`config.mk`:
```
export PLATFORM = sky130hd
export DESIGN_NAME = dcache_ctrl_flat
export DESIGN_NICKNAME = d
export VERILOG_FILES = /design/src/rtl/dcache_if.sv /design/src/rtl/dcache_ctrl.sv /design/src/flat_wrapper.sv
export SDC_FILE = /design/constraint.sdc
export NUM_CORES = 2
export LEC_CHECK = 0
export CAP_MARGIN = 20
export CORE_UTILIZATION = 50
export CTS_CLUSTER_DIAMETER = 30
export DETAILED_ROUTE_END_ITERATION = 6
export PLACE_DENSITY_LB_ADDON = 0.08
export SLEW_MARGIN = 20
export SYNTH_ARGS = -nofsm -noshare
export SYNTH_HDL_FRONTEND = slang
export SYNTH_SLANG_ARGS = --single-unit
```
`constraint.sdc`:
```
create_clock -name clk -period 7.05 [get_ports clk]
set_input_delay 0.705 -clock clk [delete_from_list [all_inputs] [get_ports clk]]
set_output_delay 0.705 -clock clk [all_outputs]
set_load 0.01 [all_outputs]
```
`src/rtl/dcache_if.sv`:
```
// dcache_if: MEM-stage load/store port and main-memory port of the data cache.
// master = pipeline/memory side, slave = cache controller.
interface dcache_if;
  logic        cpu_read;
  logic        cpu_write;
  logic [31:0] cpu_addr;
  logic [31:0] cpu_wdata;
  logic [31:0] cpu_rdata;
  logic        cpu_stall;
  logic        cache_hit;
  logic        mem_req;
  logic        mem_we;
  logic [31:0] mem_addr;
  logic [31:0] mem_wdata;
  logic        mem_ready;
  logic [31:0] mem_rdata;

  modport master (
    output cpu_read, cpu_write, cpu_addr, cpu_wdata,
    output mem_ready, mem_rdata,
    input  cpu_rdata, cpu_stall, cache_hit,
    input  mem_req, mem_we, mem_addr, mem_wdata
  );

  modport slave (
    input  cpu_read, cpu_write, cpu_addr, cpu_wdata,
    input  mem_ready, mem_rdata,
    output cpu_rdata, cpu_stall, cache_hit,
    output mem_req, mem_we, mem_addr, mem_wdata
  );
endinterface

```
`src/rtl/dcache_ctrl.sv`:
```
// dcache_ctrl: direct-mapped write-through no-write-allocate data cache.
// Define DCACHE_STATS_EN to build the hit/miss counters.
module dcache_ctrl #(
  parameter int LINES = 16,
  parameter int WORDS = 4
) (
  input  logic        clk,
  input  logic        reset,
  dcache_if.slave     bus,
  output logic [31:0] stat_hits,
  output logic [31:0] stat_misses
);
  localparam int OW = $clog2(WORDS);
  localparam int IW = $clog2(LINES);
  localparam int TW = 30 - OW - IW;

  typedef enum logic [1:0] {IDLE, REFILL, WRITE} state_t;

  state_t            state;
  logic [OW-1:0]     beat;
  logic [LINES-1:0]  valid;
  logic [TW-1:0]     tag_q  [LINES];
  logic [31:0]       data_q [LINES][WORDS];

  logic [OW-1:0] off;
  logic [IW-1:0] idx;
  logic [TW-1:0] tag;
  logic          rd;
  logic          wr;
  logic          hit;
  logic          last;
  logic          unused_addr;

  assign off  = bus.cpu_addr[OW+1:2];
  assign idx  = bus.cpu_addr[OW+IW+1:OW+2];
  assign tag  = bus.cpu_addr[31:OW+IW+2];
  assign wr   = bus.cpu_write;
  assign rd   = bus.cpu_read & ~bus.cpu_write;
  assign hit  = valid[idx] & (tag_q[idx] == tag);
  assign last = (beat == OW'(WORDS-1));
  assign unused_addr = ^bus.cpu_addr[1:0];

  // Stall, hit and memory-port decode from state and current request
  always_comb begin
    bus.cpu_rdata = '0;
    bus.cpu_stall = 1'b0;
    bus.cache_hit = 1'b0;
    bus.mem_req   = 1'b0;
    bus.mem_we    = 1'b0;
    bus.mem_addr  = '0;
    bus.mem_wdata = '0;
    unique case (state)
      IDLE: begin
        bus.cpu_stall = wr | (rd & ~hit);
        bus.cache_hit = (rd | wr) & hit;
        if (rd && hit) bus.cpu_rdata = data_q[idx][off];
      end
      REFILL: begin
        bus.cpu_stall = 1'b1;
        bus.mem_req   = 1'b1;
        bus.mem_addr  = {tag, idx, beat, 2'b00};
      end
      WRITE: begin
        bus.cpu_stall = ~bus.mem_ready;
        bus.cache_hit = hit;
        bus.mem_req   = 1'b1;
        bus.mem_we    = 1'b1;
        bus.mem_addr  = {bus.cpu_addr[31:2], 2'b00};
        bus.mem_wdata = bus.cpu_wdata;
      end
      default: ;
    endcase
  end

  // Controller FSM, beat counter and valid bits
  always_ff @(posedge clk or posedge reset) begin
    if (reset) begin
      state <= IDLE;
      beat  <= '0;
      valid <= '0;
    end else begin
      unique case (state)
        IDLE: begin
          if (wr) begin
            state <= WRITE;
          end else if (rd && !hit) begin
            state      <= REFILL;
            beat       <= '0;
            valid[idx] <= 1'b0;
          end
        end
        REFILL: begin
          if (bus.mem_ready) begin
            beat <= beat + OW'(1);
            if (last) begin
              valid[idx] <= 1'b1;
              state      <= IDLE;
            end
          end
        end
        WRITE: begin
          if (bus.mem_ready) state <= IDLE;
        end
        default: state <= IDLE;
      endcase
    end
  end

  // Tag/data arrays: refill beats and write-through updates on hit
  always_ff @(posedge clk) begin
    if (state == REFILL && bus.mem_ready) begin
      data_q[idx][beat] <= bus.mem_rdata;
      if (last) tag_q[idx] <= tag;
    end
    if (state == WRITE && bus.mem_ready && hit)
      data_q[idx][off] <= bus.cpu_wdata;
  end

`ifdef DCACHE_STATS_EN
  // Count each IDLE read lookup once as hit or miss
  always_ff @(posedge clk or posedge reset) begin
    if (reset) begin
      stat_hits   <= '0;
      stat_misses <= '0;
    end else if (state == IDLE && rd) begin
      if (hit) stat_hits   <= stat_hits + 32'd1;
      else     stat_misses <= stat_misses + 32'd1;
    end
  end
`else
  assign stat_hits   = '0;
  assign stat_misses = '0;
`endif
endmodule

```
`src/flat_wrapper.sv`:
```
// flat-port wrapper written by rule: the top's interface ports become plain ports
module dcache_ctrl_flat 
#(
  parameter int LINES = 16,
  parameter int WORDS = 4
)
  (clk, reset, stat_hits, stat_misses, bus_cpu_read, bus_cpu_write, bus_cpu_addr, bus_cpu_wdata, bus_mem_ready, bus_mem_rdata, bus_cpu_rdata, bus_cpu_stall, bus_cache_hit, bus_mem_req, bus_mem_we, bus_mem_addr, bus_mem_wdata);
  dcache_if bus_i ();
  input  logic clk;
  input  logic reset;
  output logic [31:0] stat_hits;
  output logic [31:0] stat_misses;
  input wire logic [$bits(bus_i.cpu_read)-1:0] bus_cpu_read;
  input wire logic [$bits(bus_i.cpu_write)-1:0] bus_cpu_write;
  input wire logic [$bits(bus_i.cpu_addr)-1:0] bus_cpu_addr;
  input wire logic [$bits(bus_i.cpu_wdata)-1:0] bus_cpu_wdata;
  input wire logic [$bits(bus_i.mem_ready)-1:0] bus_mem_ready;
  input wire logic [$bits(bus_i.mem_rdata)-1:0] bus_mem_rdata;
  output wire logic [$bits(bus_i.cpu_rdata)-1:0] bus_cpu_rdata;
  output wire logic [$bits(bus_i.cpu_stall)-1:0] bus_cpu_stall;
  output wire logic [$bits(bus_i.cache_hit)-1:0] bus_cache_hit;
  output wire logic [$bits(bus_i.mem_req)-1:0] bus_mem_req;
  output wire logic [$bits(bus_i.mem_we)-1:0] bus_mem_we;
  output wire logic [$bits(bus_i.mem_addr)-1:0] bus_mem_addr;
  output wire logic [$bits(bus_i.mem_wdata)-1:0] bus_mem_wdata;
  assign bus_i.cpu_read = bus_cpu_read;
  assign bus_i.cpu_write = bus_cpu_write;
  assign bus_i.cpu_addr = bus_cpu_addr;
  assign bus_i.cpu_wdata = bus_cpu_wdata;
  assign bus_i.mem_ready = bus_mem_ready;
  assign bus_i.mem_rdata = bus_mem_rdata;
  assign bus_cpu_rdata = bus_i.cpu_rdata;
  assign bus_cpu_stall = bus_i.cpu_stall;
  assign bus_cache_hit = bus_i.cache_hit;
  assign bus_mem_req = bus_i.mem_req;
  assign bus_mem_we = bus_i.mem_we;
  assign bus_mem_addr = bus_i.mem_addr;
  assign bus_mem_wdata = bus_i.mem_wdata;
  dcache_ctrl #(.LINES(LINES), .WORDS(WORDS)) u_core (.clk(clk), .reset(reset), .bus(bus_i), .stat_hits(stat_hits), .stat_misses(stat_misses));
endmodule
```
==> flow_metrics.tcl <==
set metrics [dict create \
    cts_buffers 495 \
    grt_pass1_wl_mm 368 \
    skew_ns 0.0631 \
    area_growth_pct 24.1 \
    viasPerCell 6.20 \
    wl_per_cell_um 34.1 \
    yosys_warnings 0 \
    cts.reportedPaths.clkPinSlew_ns 0.04 \
    rsz0062_at_grt "false" \
    whs_ns 0.381 \
    power_density_nw_per_um2 344 \
    synth_top_family_by_area "multiplexers" \
    endpoint "bus_cpu_rdata[27]" \
    drt_pre_antenna_iters 5 \
    hold_viol_final 0 \
    p_total_mw 41.4 \
    drv_cap 0 \
    cts_tree "yes" \
    timing.rr.end "u_core.data_q[7][45]$_DFFE_PP_" \
    start_kind "primary input" \
    required_ns 6.34 \
    grt_pass1_vias 48900 \
    dieArea_um2 196000 \
    ctsResizeCount 0 \
    worstPathMaxFanout 72 \
    ant_nets 0 \
    fin_nets 4892 \
    rrSetupSlack_ns 2.33 \
    grt_max_degree 154 \
    antenna_found_initial 21 \
    post-cts-setup-buffer-count 0 \
    num_vias 47800 \
    globalplace.congestion 0.765 \
    cp_top_family "buffers and inverters" \
    ir_worst_vdd_v 0.000235 \
    max_stage_delay_ns 0.60 \
    initial_core_util_pct 50.3 \
    max-clock-path-buffers 4 \
    numClockSinks 2452 \
    htree_num_levels 5 \
    grt_use_total_pct 27.1 \
    muxShareOfSynthArea_pct 19.5 \
    crit_slowest_cell "buf_8" \
    chipWidth_um 442 \
    grt_overflow 0 \
    drt_drc_violations_left 0 \
    setup_viol 0 \
    drive_gt1_share_pct 36.8 \
    synth-compound-area-share_pct 1.16 \
    dpl.hpwl_mm 139 \
    drt-total-wl_mm 263 \
    hp-class "in -> async" \
    cp_num_cells 13 \
    finalCritPeriodShare_pct 88.4 \
    final_cell_mix "edfxtp_1, mux4_2, clkbuf_16, clkdlybuf4s50_1, mux2_2" \
    synth-simple-area-share_pct 1.54 \
    io_pins 265 \
    ys_seq_elements 2452 \
    reg2regPathDepth 12 \
    synthDistinctLibCells 64 \
    synth_top_flop_cell "edfxtp_1" \
    slew_violations 0 \
    endpoint_kind "primary output" \
    slew_headroom_pct 21.5 \
    syn_inst 4172 \
    worst_pin_slew_ns 1.18 \
    ctsHoldBuffers 0 \
    crit_buf_inv 4 \
    crit_start "bus_cpu_addr[4]" \
    leakagePower_nw 38.7 \
    fmax_mhz 160 \
    fp.dieH_um 442 \
    cp_common_cell "buf_4" \
    async_flop_share_pct 0.816 \
    fin_setup_tns_ns 0 \
    seq_area_frac_synth_pct 75.9 \
    path_cells "buf_8 > buf_4 > mux4_2 > mux2i_1 > xor2_1 > o2111ai_1 > o21ai_0 > o211ai_1 > nor4_4 > nand3_2 > buf_4 > nor2b_1 > clkdlybuf4s50_1" \
    port-buffer-count 196 \
    netlist_area_um2 96900 \
    drt_iter0_drc 5243 \
    synth_enable_flop_cells 2432 \
    dpl_cell_area_um2 104000 \
    arrival_ns 5.53 \
    root_buffer "clkbuf_16" \
    fin_crit_ns 6.23 \
    synth_fa_ha_area_share_pct 0.103 \
    run_status "finished clean" \
    fillers 13100 \
    crit_type "in -> out" \
    clock_latency_ns 0.99 \
    fin_area_um2 120000 \
    core-area_um2 193000 \
    syn_avg_cell_area_um2 23.2 \
    synth_xor_area_share_pct 0.262 \
    r2r-start "u_core.tag_q[8][9]$_DFFE_PP_" \
    layout_commonest_cell "edfxtp_1" \
    rows 161 \
]
[routing by layer]
layer	part of all wire, %	track usage, %	vias to the layer above
li1	-	-	19200
met3	7.8	5.52	453
met4	3.3	9.78	10
met2	48	42.3	2188
met1	41	38.2	26000
met5	0.028	0	-
[layout make-up]
type / count / area (um^2) / share of cell area, %
multi-input cells: 1477 / 22900 / 19.0
flip-flops and latches: 2452 / 73500 / 61.1
repair buffers: 340 / 3970 / 3.30
well taps: 2526 / 3160 / 2.63
diodes: 9 / 22.5 / 0.0187
clock inverters: 345 / 3910 / 3.25
clock buffers: 556 / 12700 / 10.6
inverters: 17 / 63.8 / 0.0530
[worst min path at each step]
stage	cells past startpoint	to	slack, ns	startpoint
2_1_floorplan	1	flop	0.46	flop
3_3_place_gp	1	flop	0.48	flop
3_5_place_dp	1	flop	0.48	flop
4_1_cts	2	async pin	0.37	reset
5_1_grt	2	async pin	0.43	reset
6_report	2	async pin	0.38	reset
[metrics by stage]
stage / utilization (%) / worst slack (ns) / std cells
global route: 62.5 / 0.610 / 7718
CTS: 62.4 / 0.764 / 7711
finish: 62.5 / 0.819 / 7722
global placement: 53.7 / 0.788 / 6804
floorplan: - / 1.29 / 4237
detailed placement: 53.8 / 0.763 / 6810
[registers in the layout, indices dropped and copies added (netlist names), named ones only]
signal,count
u_core.beat,2
u_core.data_q,2048
u_core.state,2
u_core.tag_q,384
[cell usage after synthesis (8+ instances only)]
| cell type | instances | area, um^2 |
|---|---|---|
| xor2_1 | 14 | 123 |
| nor2_1 | 78 | 293 |
| mux4_2 | 745 | 16800 |
| and2_1 | 64 | 400 |
| dfrtp_1 | 20 | 500 |
| a211o_1 | 16 | 140 |
| nor2b_1 | 55 | 344 |
| o21ai_0 | 9 | 45.0 |
| edfxtp_1 | 2432 | 73000 |
| a22o_1 | 21 | 184 |
| nand2_1 | 25 | 93.8 |
| inv_1 | 16 | 60.1 |
| nand3_1 | 20 | 100 |
| buf_1 | 65 | 244 |
| mux2i_1 | 59 | 591 |
| clkbuf_1 | 119 | 447 |
| ha_1 | 8 | 100 |
| a22oi_1 | 14 | 105 |
| buf_4 | 74 | 556 |
| a21oi_1 | 30 | 150 |
| mux2_2 | 140 | 1580 |
| buf_2 | 31 | 155 |
| nand2b_1 | 9 | 56.3 |
| a211oi_1 | 9 | 67.6 |
| xnor2_1 | 15 | 131 |
[kinds of logic after synthesis]
group,count (synthesis)
XOR/XNOR,29
buffers and inverters,308
AND/OR/NAND/NOR,280
multiplexers,944
flip-flops,2452
adder cells (fa/ha/maj),8
other,1
AO/OA/AOI/OAI,150
[where the power goes]
part / internal, mW / switching (mW) / leakage [nW]
Clock: 15.6 / 7.39 / 8.00
Sequential: 16.1 / 0.0195 / 22.1
Combinational: 0.906 / 1.29 / 8.61
No activity file was read; power rests on OpenSTA's default activity.
